**src/rtl/hps_triple_sequencer_pkg.sv**
```systemverilog
// Shared types and default sizing for the HPS triple sequencer.
package hps_triple_sequencer_pkg;

    localparam int DEF_DATA_WIDTH      = 32;
    localparam int DEF_ADDR_WIDTH      = 10;
    localparam int DEF_NUM_BINS        = 1024;
    localparam int DEF_RAM_LATENCY     = 1;
    // Matches the depth of the downstream triple-product multiplier chain.
    localparam int DEF_PRODUCT_LATENCY = 16;

    typedef enum logic [1:0] {
        ST_IDLE  = 2'd0,
        ST_READ  = 2'd1,
        ST_DRAIN = 2'd2
    } seq_state_t;

    // Which member of the current triple is on rd_addr this cycle.
    typedef enum logic [1:0] {
        PH_K  = 2'd0,
        PH_2K = 2'd1,
        PH_3K = 2'd2
    } phase_t;

    // Largest fundamental whose third harmonic still lies inside the spectrum.
    function automatic int k_max(input int num_bins);
        return (num_bins - 1) / 3;
    endfunction

endpackage

```
**src/rtl/hps_triple_sequencer_shift_reg.sv**
```systemverilog
// Fixed-depth register delay line with asynchronous clear.
module hps_triple_sequencer_shift_reg #(
    parameter int WIDTH = 1,
    parameter int DELAY = 1
) (
    input  logic             clock,
    input  logic             reset_n,
    input  logic [WIDTH-1:0] din,
    output logic [WIDTH-1:0] dout
);

    logic [DELAY-1:0][WIDTH-1:0] stages;

    // Shift one stage per clock; reset flushes every stage so nothing stale emerges.
    always_ff @(posedge clock or negedge reset_n) begin
        if (!reset_n) begin
            stages <= '0;
        end else begin
            stages[0] <= din;
            for (int i = 1; i < DELAY; i++) begin
                stages[i] <= stages[i-1];
            end
        end
    end

    assign dout = stages[DELAY-1];

endmodule

```
**src/rtl/hps_triple_sequencer.sv**
```systemverilog
// Sweeps the magnitude RAM as (k, 2k, 3k) triples for the HPS multiplier and
// emits a product strobe/bin aligned with the multiplier output.
module hps_triple_sequencer
    import hps_triple_sequencer_pkg::*;
#(
    parameter int DATA_WIDTH      = DEF_DATA_WIDTH,
    parameter int ADDR_WIDTH      = DEF_ADDR_WIDTH,
    parameter int NUM_BINS        = DEF_NUM_BINS,
    parameter int RAM_LATENCY     = DEF_RAM_LATENCY,
    parameter int PRODUCT_LATENCY = DEF_PRODUCT_LATENCY
) (
    input  logic                  clock,
    input  logic                  reset_n,
    input  logic                  start,
    output logic                  busy,
    output logic                  done,
    output logic                  rd_en,
    output logic [ADDR_WIDTH-1:0] rd_addr,
    input  logic [DATA_WIDTH-1:0] rd_data,
    output logic [DATA_WIDTH-1:0] data_out,
    output logic                  data_valid,
    output logic                  triple_last,
    output logic                  prod_valid,
    output logic [ADDR_WIDTH-1:0] prod_bin
);

    localparam logic [ADDR_WIDTH-1:0] K_MAX = ADDR_WIDTH'(k_max(NUM_BINS));
    localparam logic [ADDR_WIDTH-1:0] K_ONE = ADDR_WIDTH'(1);

    seq_state_t            state, state_nxt;
    phase_t                phase, phase_nxt;
    logic [ADDR_WIDTH-1:0] k, k_nxt;
    logic [ADDR_WIDTH-1:0] addr, addr_nxt;

    logic [RAM_LATENCY:1]  vld_pipe;
    logic [ADDR_WIDTH-1:0] data_bin;

    // FSM, fundamental counter, phase counter and address register.
    always_ff @(posedge clock or negedge reset_n) begin
        if (!reset_n) begin
            state <= ST_IDLE;
            phase <= PH_K;
            k     <= K_ONE;
            addr  <= '0;
        end else begin
            state <= state_nxt;
            phase <= phase_nxt;
            k     <= k_nxt;
            addr  <= addr_nxt;
        end
    end

    // Next-state logic: 2k and 3k come from shift/add on the held address, no multiplier.
    always_comb begin
        state_nxt = state;
        phase_nxt = phase;
        k_nxt     = k;
        addr_nxt  = addr;
        done      = 1'b0;
        case (state)
            ST_IDLE: begin
                if (start) begin
                    state_nxt = ST_READ;
                    phase_nxt = PH_K;
                    k_nxt     = K_ONE;
                    addr_nxt  = K_ONE;
                end
            end
            ST_READ: begin
                case (phase)
                    PH_K: begin
                        phase_nxt = PH_2K;
                        addr_nxt  = k << 1;
                    end
                    PH_2K: begin
                        phase_nxt = PH_3K;
                        addr_nxt  = addr + k;
                    end
                    default: begin
                        phase_nxt = PH_K;
                        if (k == K_MAX) begin
                            state_nxt = ST_DRAIN;
                            addr_nxt  = '0;
                        end else begin
                            k_nxt    = k + K_ONE;
                            addr_nxt = k + K_ONE;
                        end
                    end
                endcase
            end
            ST_DRAIN: begin
                // Only the final triple's product carries bin K_MAX.
                if (prod_valid && (prod_bin == K_MAX)) begin
                    done      = 1'b1;
                    state_nxt = ST_IDLE;
                    k_nxt     = K_ONE;
                end
            end
            default: begin
                state_nxt = ST_IDLE;
            end
        endcase
    end

    assign rd_en   = (state == ST_READ);
    assign rd_addr = addr;
    assign busy    = (state != ST_IDLE);

    // Track when rd_data holds a requested word.
    always_ff @(posedge clock or negedge reset_n) begin
        if (!reset_n) begin
            vld_pipe <= '0;
        end else begin
            vld_pipe[1] <= rd_en;
            for (int i = 2; i <= RAM_LATENCY; i++) begin
                vld_pipe[i] <= vld_pipe[i-1];
            end
        end
    end

    // Register RAM data once; hold between valid words.
    always_ff @(posedge clock or negedge reset_n) begin
        if (!reset_n) begin
            data_out <= '0;
        end else if (vld_pipe[RAM_LATENCY]) begin
            data_out <= rd_data;
        end
    end

    // Align strobe, triple marker and fundamental with data_out.
    hps_triple_sequencer_shift_reg #(
        .WIDTH (ADDR_WIDTH + 2),
        .DELAY (RAM_LATENCY + 1)
    ) u_data_dly (
        .clock   (clock),
        .reset_n (reset_n),
        .din     ({rd_en, rd_en && (phase == PH_3K), k}),
        .dout    ({data_valid, triple_last, data_bin})
    );

    // Align triple completion with the multiplier's product output.
    hps_triple_sequencer_shift_reg #(
        .WIDTH (ADDR_WIDTH + 1),
        .DELAY (PRODUCT_LATENCY)
    ) u_prod_dly (
        .clock   (clock),
        .reset_n (reset_n),
        .din     ({triple_last, data_bin}),
        .dout    ({prod_valid, prod_bin})
    );

endmodule

```
**config.mk**
```make
export PLATFORM = sky130hd
export DESIGN_NAME = hps_triple_sequencer
export DESIGN_NICKNAME = d
export VERILOG_FILES = /design/src/rtl/hps_triple_sequencer_pkg.sv /design/src/rtl/hps_triple_sequencer_shift_reg.sv /design/src/rtl/hps_triple_sequencer.sv
export SDC_FILE = /design/constraint.sdc
export NUM_CORES = 1
export LEC_CHECK = 0
export ABC_CLOCK_PERIOD_IN_PS = 2110
export CAP_MARGIN = 0
export CORE_AREA = 2 2 129 131
export CTS_BUF_LIST = sky130_fd_sc_hd__clkbuf_8
export DETAILED_ROUTE_END_ITERATION = 7
export DIE_AREA = 0 0 131 133
export GPL_ROUTABILITY_DRIVEN = 1
export PLACE_DENSITY = 0.86
export SLEW_MARGIN = 5
export SYNTH_ARGS = -nofsm -noshare
export SYNTH_HDL_FRONTEND = slang
export SYNTH_SLANG_ARGS = --single-unit
```
**constraint.sdc**
```tcl
create_clock -name clock -period 2.11 [get_ports clock]
set_clock_uncertainty 0.05 [all_clocks]
set_input_delay 0.422 -clock clock [delete_from_list [all_inputs] [get_ports clock]]
set_output_delay 0.422 -clock clock [all_outputs]
set_load 0.1 [all_outputs]
```
======== Yosys cells after proc, flatten, opt, wreduce, memory -nomap -nowiden ========
Cells that the tools add are included.
word-level totals
  output and inout port bits .............. 58
  logic and storage cells ................. 66
  register bits after elaboration ......... 257
  memories kept ........................... 0
  latch bits .............................. 0
  bits in read-only memories .............. 0
  input bits .............................. 35
  memory bits (writable) .................. 0
operators by class
  shift-type cells ........................ 0
  muxes and demuxes ....................... 18
  equality and inequality tests ........... 11
  $add $sub $neg .......................... 2
  reduce and logical (&&, ||, !) cells .... 11
  bitwise logic cells ..................... 0
  multipliers ............................. 0
  magnitude comparators ................... 0
  divide/modulo/power cells ............... 0
operators with widths
  cell                                            count
  two-way mux 10 bit                              5
  one-hot mux 10 bit (2 select lines)             2
  one-hot mux 10 bit (3 select lines)             1
  == test 10 x 9 -> 1 bit, second input constant  2
  adder 10 x 1 -> 10 bit, second input constant   1
  adder 10 bit                                    1
  two-way mux 2 bit                               5
  != test 2 bit, second input constant            4
  one-hot mux 2 bit (2 select lines)              2
  one-hot mux 2 bit (3 select lines)              1
  AND reduction 5 bit                             1
  == test 2 x 1 -> 1 bit, second input constant   2
  == test 2 bit, second input constant            2
  zero test 2 bit                                 2
  AND reduction 4 bit                             1
  nonzero test 2 bit                              2
  nonzero test 3 bit                              1
  logical AND 1 bit                               2
  two-way mux 1 bit                               2
  != test 2 x 1 -> 1 bit, second input constant   1
  AND reduction 2 bit                             1
  OR reduction 2 bit                              1

======== Depth between registers and ports, before layout ========
  word-level depth ........................ 4
  gate-level depth with buffers ........... 9
  gate-level depth less buffers ........... 9

======== Hierarchy ========
Synthesis repeated with hierarchy kept, for this count alone.
second synthesis, totals
  cell total of the unflattened synthesis .. 518
  area total of the unflattened synthesis .. 8318.0 um2
by module, submodules not included
  module                                        area an instance (um2)  cells an instance  instances  sequential area each (um2)
  hps_triple_sequencer_shift_reg at u_prod_dly  4486.8                  187                1          4404.2
  hps_triple_sequencer                          3140.5                  295                1          1427.6
  hps_triple_sequencer_shift_reg at u_data_dly  690.7                   36                 1          600.6

======== Least setup slack after synthesis ========
No wires, ideal clock.
  path kind ............................... register to output
  from .................................... reg u_prod_dly.stages, in the netlist u_prod_dly.dout[10]
  to ...................................... out done
  required time ........................... 1.638 ns
  buffers on the path ..................... 0
  stages on the path, launching flop included .. 4
  setup slack ............................. -0.900 ns
  arrival ................................. 2.538 ns
  cells stage by stage .................... dfrtp_1 -> and4b_1 -> nand3_1 -> nor2_1
between the ends
  cells in the longest elaborated chain, start to end .. 3
RTL lines
  what                               RTL line                              source
  from (decl)                        hps_triple_sequencer_shift_reg.sv:12  logic [DELAY-1:0][WIDTH-1:0] stages;
  from (signal, indexed assignment)  hps_triple_sequencer_shift_reg.sv:21  stages[i] <= stages[i-1];
  logical AND 1 bit                  hps_triple_sequencer.sv:93            if (prod_valid && (prod_bin == K_MAX)) begin
  two-way mux 1 bit                  hps_triple_sequencer.sv:93
  two-way mux 1 bit                  hps_triple_sequencer.sv:60            case (state)
  to (decl)                          hps_triple_sequencer.sv:16            output logic done,
No other way between the ends.

======== Final worst setup path ========
  from .................................... reg u_prod_dly.stages, in the netlist u_prod_dly.dout[9]
  to ...................................... out done
between the ends
  cells in the longest elaborated chain, start to end .. 4
RTL lines
  what                     RTL line
  == test 10 x 9 -> 1 bit  hps_triple_sequencer.sv:93
  logical AND 1 bit        hps_triple_sequencer.sv:93
  two-way mux 1 bit        hps_triple_sequencer.sv:93
  two-way mux 1 bit        hps_triple_sequencer.sv:60
No other way between the ends.

==> results_dict.tcl <==
set metrics [dict create \
    maxSlewViolCount 0 \
    cap_viol_max_count 0 \
    hold_violations 0 \
    met1_usage_pct 23.8 \
    rows 47 \
    vias 4589 \
    fp.dieH_um 133 \
    final_net_count 703 \
    cp_cell_sequence "nor4bb_4 > nand3_1 > buf_6 > nor2_4 > buf_12" \
    grt_pass1_vias 5103 \
    slowest_delay_ns 0.41 \
    synth_area_um2 8200 \
    clkLatencyLatePin_ns 0.53 \
    drt-total-wl_um 16400 \
    syn_nets 542 \
    placed_area_um2 9630 \
    tritoncts "built" \
    netlist_top_cells_area "dfrtp_1 (78%), mux2_2 (4.5%), ha_1 (1.7%), xnor2_1 (0.96%), buf_4 (0.92%)" \
    placed_cells 816 \
    yosysTopAreaCell "dfrtp_1" \
    regArea_um2 6440 \
    wl_per_cell_um 18.1 \
    synth_compound_area_share_pct 6.03 \
    syn-instance-count 495 \
    synth_fa_ha_area_share_pct 1.92 \
    post-place-ws_ns -0.0863 \
    async_flop_share_pct 100 \
    nFillCells 1076 \
    clockBufferDepth 3 \
    p_int_w 0.00999 \
    ys.flop_type "dfrtp_1" \
    drtAntennaViolNets 0 \
    end_kind "output pin" \
    crit_arrival_ns 1.86 \
    worstPathRequired_ns 1.64 \
    clockPowerShare_pct 27.2 \
    drive_gt1_share_pct 39.5 \
    drcViolationCount 0 \
    synthMuxAreaShare_pct 5.14 \
    htreeDepth 2 \
    power.leakage_nw 5.24 \
    core_area_um2 16200 \
    synth-simple-area-share_pct 5.17 \
    antenna_found_initial 1 \
    grt_pass1_wl_um 25500 \
    place.gp.congestion 0.862 \
    firstDrtPassIters 4 \
    synth_top_area_share_pct 77.8 \
    p_switching_w 0.00510 \
    status "complete, but fails checks" \
    syn_to_final_growth_pct 31.9 \
    portBuffers 92 \
    multi_input_area_um2 1870 \
    timing_worst_slew_pin_value_ns 0.699 \
    avgSynthCellArea_um2 16.6 \
    cts.clk_slew.worst_paths_ns 0.06 \
    setup_viol 17 \
    synth_top_family_by_area "compound AO/OA/AOI/OAI gates" \
    slowest_stage "dfrtp_1" \
    gr-usage-met2_pct 31.3 \
    die_area_um2 17400 \
    fin_cells 907 \
    ys_ff_latch 256 \
    cts_buffers 39 \
    overflow 0 \
    top_usage_layer "met2" \
    dp_hpwl_um 10000 \
    post-route-min-period_ns 2.33 \
    grt_max_degree 61 \
    cp.buffers_inverters 2 \
    drt_iter0_drc 270 \
    crit_type "register to output pin" \
    ir_worst_vdd_mv 1.22 \
    rsz0062_at_grt "yes" \
    start_kind "register" \
    track_usage_pct 19.1 \
    yosysSeqAreaShare_pct 78.2 \
    final_common_cell "dfrtp_1" \
    viasPerCell 5.06 \
    die_w_um 131 \
    violations "setup timing" \
    p_seq_share_pct 44.1 \
    fmax_mhz 429 \
    hp-class "register to register" \
    switching_share_pct 33.8 \
    power_density_nw_per_um2 1400 \
    comb_power_share_pct 28.7 \
    fin_crit_sh_pct 110 \
    ys_warn_count 0 \
    ios 93 \
    synth-xor-area-share_pct 1.28 \
    final.setup.worst_slack_ns -0.220 \
    path_delay_family "simple AND/OR/NAND/NOR gates" \
    root_buffer "clkbuf_8" \
    start_util_pct 50.7 \
    ys_types 58 \
    finalInstanceArea_um2 10800 \
    cts_sinks 256 \
    timing.slew.headroom_pct 53.3 \
    final_cell_mix "dfrtp_1 (243), buf_4 (92), clkbuf_8 (51)" \
    grt_util_met3_pct 4.93 \
    worst-path-max-fanout 2 \
    synth_edf_count 0 \
]
[cells by family after synthesis]
| family | Yosys count |
|---|---|
| AO/OA/AOI/OAI | 70 |
| AND/OR/NAND/NOR | 72 |
| flip-flops | 256 |
| adder cells (fa/ha/maj) | 12 |
| XOR/XNOR | 12 |
| multiplexers | 38 |
| buffers and inverters | 35 |
[worst paths after layout]
check | from | to | slack (ns) | depth (start not counted)
max | u_prod_dly.dout[9] | done | -0.22 | 5
min | u_prod_dly.stages[120] | u_prod_dly.stages[131] | 0.29 | 0
max reg2reg | k[0] | rd_addr[8] | -0.18 | 10
min reg2reg | u_prod_dly.stages[120] | u_prod_dly.stages[131] | 0.29 | 0
max in group asynchronous | reset_n | u_prod_dly.stages[125] | 0.92 | 3
min in group asynchronous | reset_n | u_prod_dly.dout[9] | 0.39 | 2
[worst reg2reg max path, delay by kind of cell, from the launching register on]
kind                     cells  cell delay (ns)
AO/OA/AOI/OAI                4             0.57
flip-flops                   1             0.57
adder cells (fa/ha/maj)      2             0.51
buffers and inverters        2             0.19
AND/OR/NAND/NOR              1             0.14
XOR/XNOR                     1             0.13
[per-layer routing]
| layer | up-vias | routed length (um) | part of all wire (%) |
|---|---|---|---|
| li1 | 2000 | - | - |
| met1 | 2373 | 6230 | 38 |
| met2 | 174 | 8710 | 53 |
| met3 | 42 | 933 | 5.7 |
| met4 | 0 | 558 | 3.4 |
| met5 | - | 0 | 0 |
[layout make-up]
type | count | area share, %
flip-flops and latches | 256 | 59.6
multi-input cells | 204 | 17.3
repair buffers | 145 | 12.4
clock buffers | 51 | 6.49
well taps | 220 | 2.55
clock inverters | 20 | 1.17
inverters | 10 | 0.394
diodes | 1 | 0.0231
[metrics by stage]
| stage | total power (W) | setup TNS [ns] | hold slack [ns] | utilization (%) |
|---|---|---|---|---|
| 4_1_cts | 0.0147 | -0.507 | 0.287 | 65.5 |
| 6_report | 0.0151 | -1.43 | 0.290 | 66.8 |
| 3_5_place_dp | 0.0104 | -0.170 | 0.285 | 59.6 |
| 3_3_place_gp | 0.0102 | 0 | 0.281 | 59.6 |
| 5_1_grt | 0.0158 | -2.50 | 0.294 | 66.8 |
| 2_1_floorplan | 0.00918 | -0.198 | 0.0764 | - |
[power by group through the flow]
stage | combinational (W) | clock, W | sequential (W)
after floorplan | 0.00164 | 0 | 0.00755
after global placement | 0.00359 | 0 | 0.00663
after detailed placement | 0.00368 | 0 | 0.00675
after CTS | 0.00383 | 0.00421 | 0.00668
after global routing | 0.00452 | 0.00446 | 0.00677
final | 0.00433 | 0.00410 | 0.00666
[synth_stat cells, types with 5 or more instances]
master	number
nand2_1	17
buf_4	10
nand3_1	10
nor2b_1	5
mux2_2	33
a31oi_1	5
clkbuf_1	5
a21oi_1	9
inv_1	8
buf_1	5
nor2_1	10
ha_1	11
dfrtp_1	255
a22o_1	5
o21ai_1	7
mux2i_1	5
xnor2_1	9
a21o_1	8
and3_1	5
o21ai_0	14
[flip-flops by register name, indices dropped and copies added, names as in the netlist]
register and cells:
u_prod_dly.stages 165, data_out 32, u_data_dly.dout 12, u_data_dly.stages 11, u_prod_dly.dout 11, k 10
rd_addr 10, phase 2, state 2, vld_pipe 1
[timing repair]
| action | in CTS | in global routing |
|---|---|---|
| pin swaps | 8 | 25 |
| setup buffers | 6 | 13 |
| setup endpoints to repair | 9 | 19 |
| hold buffers | 1 | 0 |
| hold endpoints to repair | 53 | 0 |
| resized for setup | 20 | 33 |
Power figures use the tool's default switching activity.
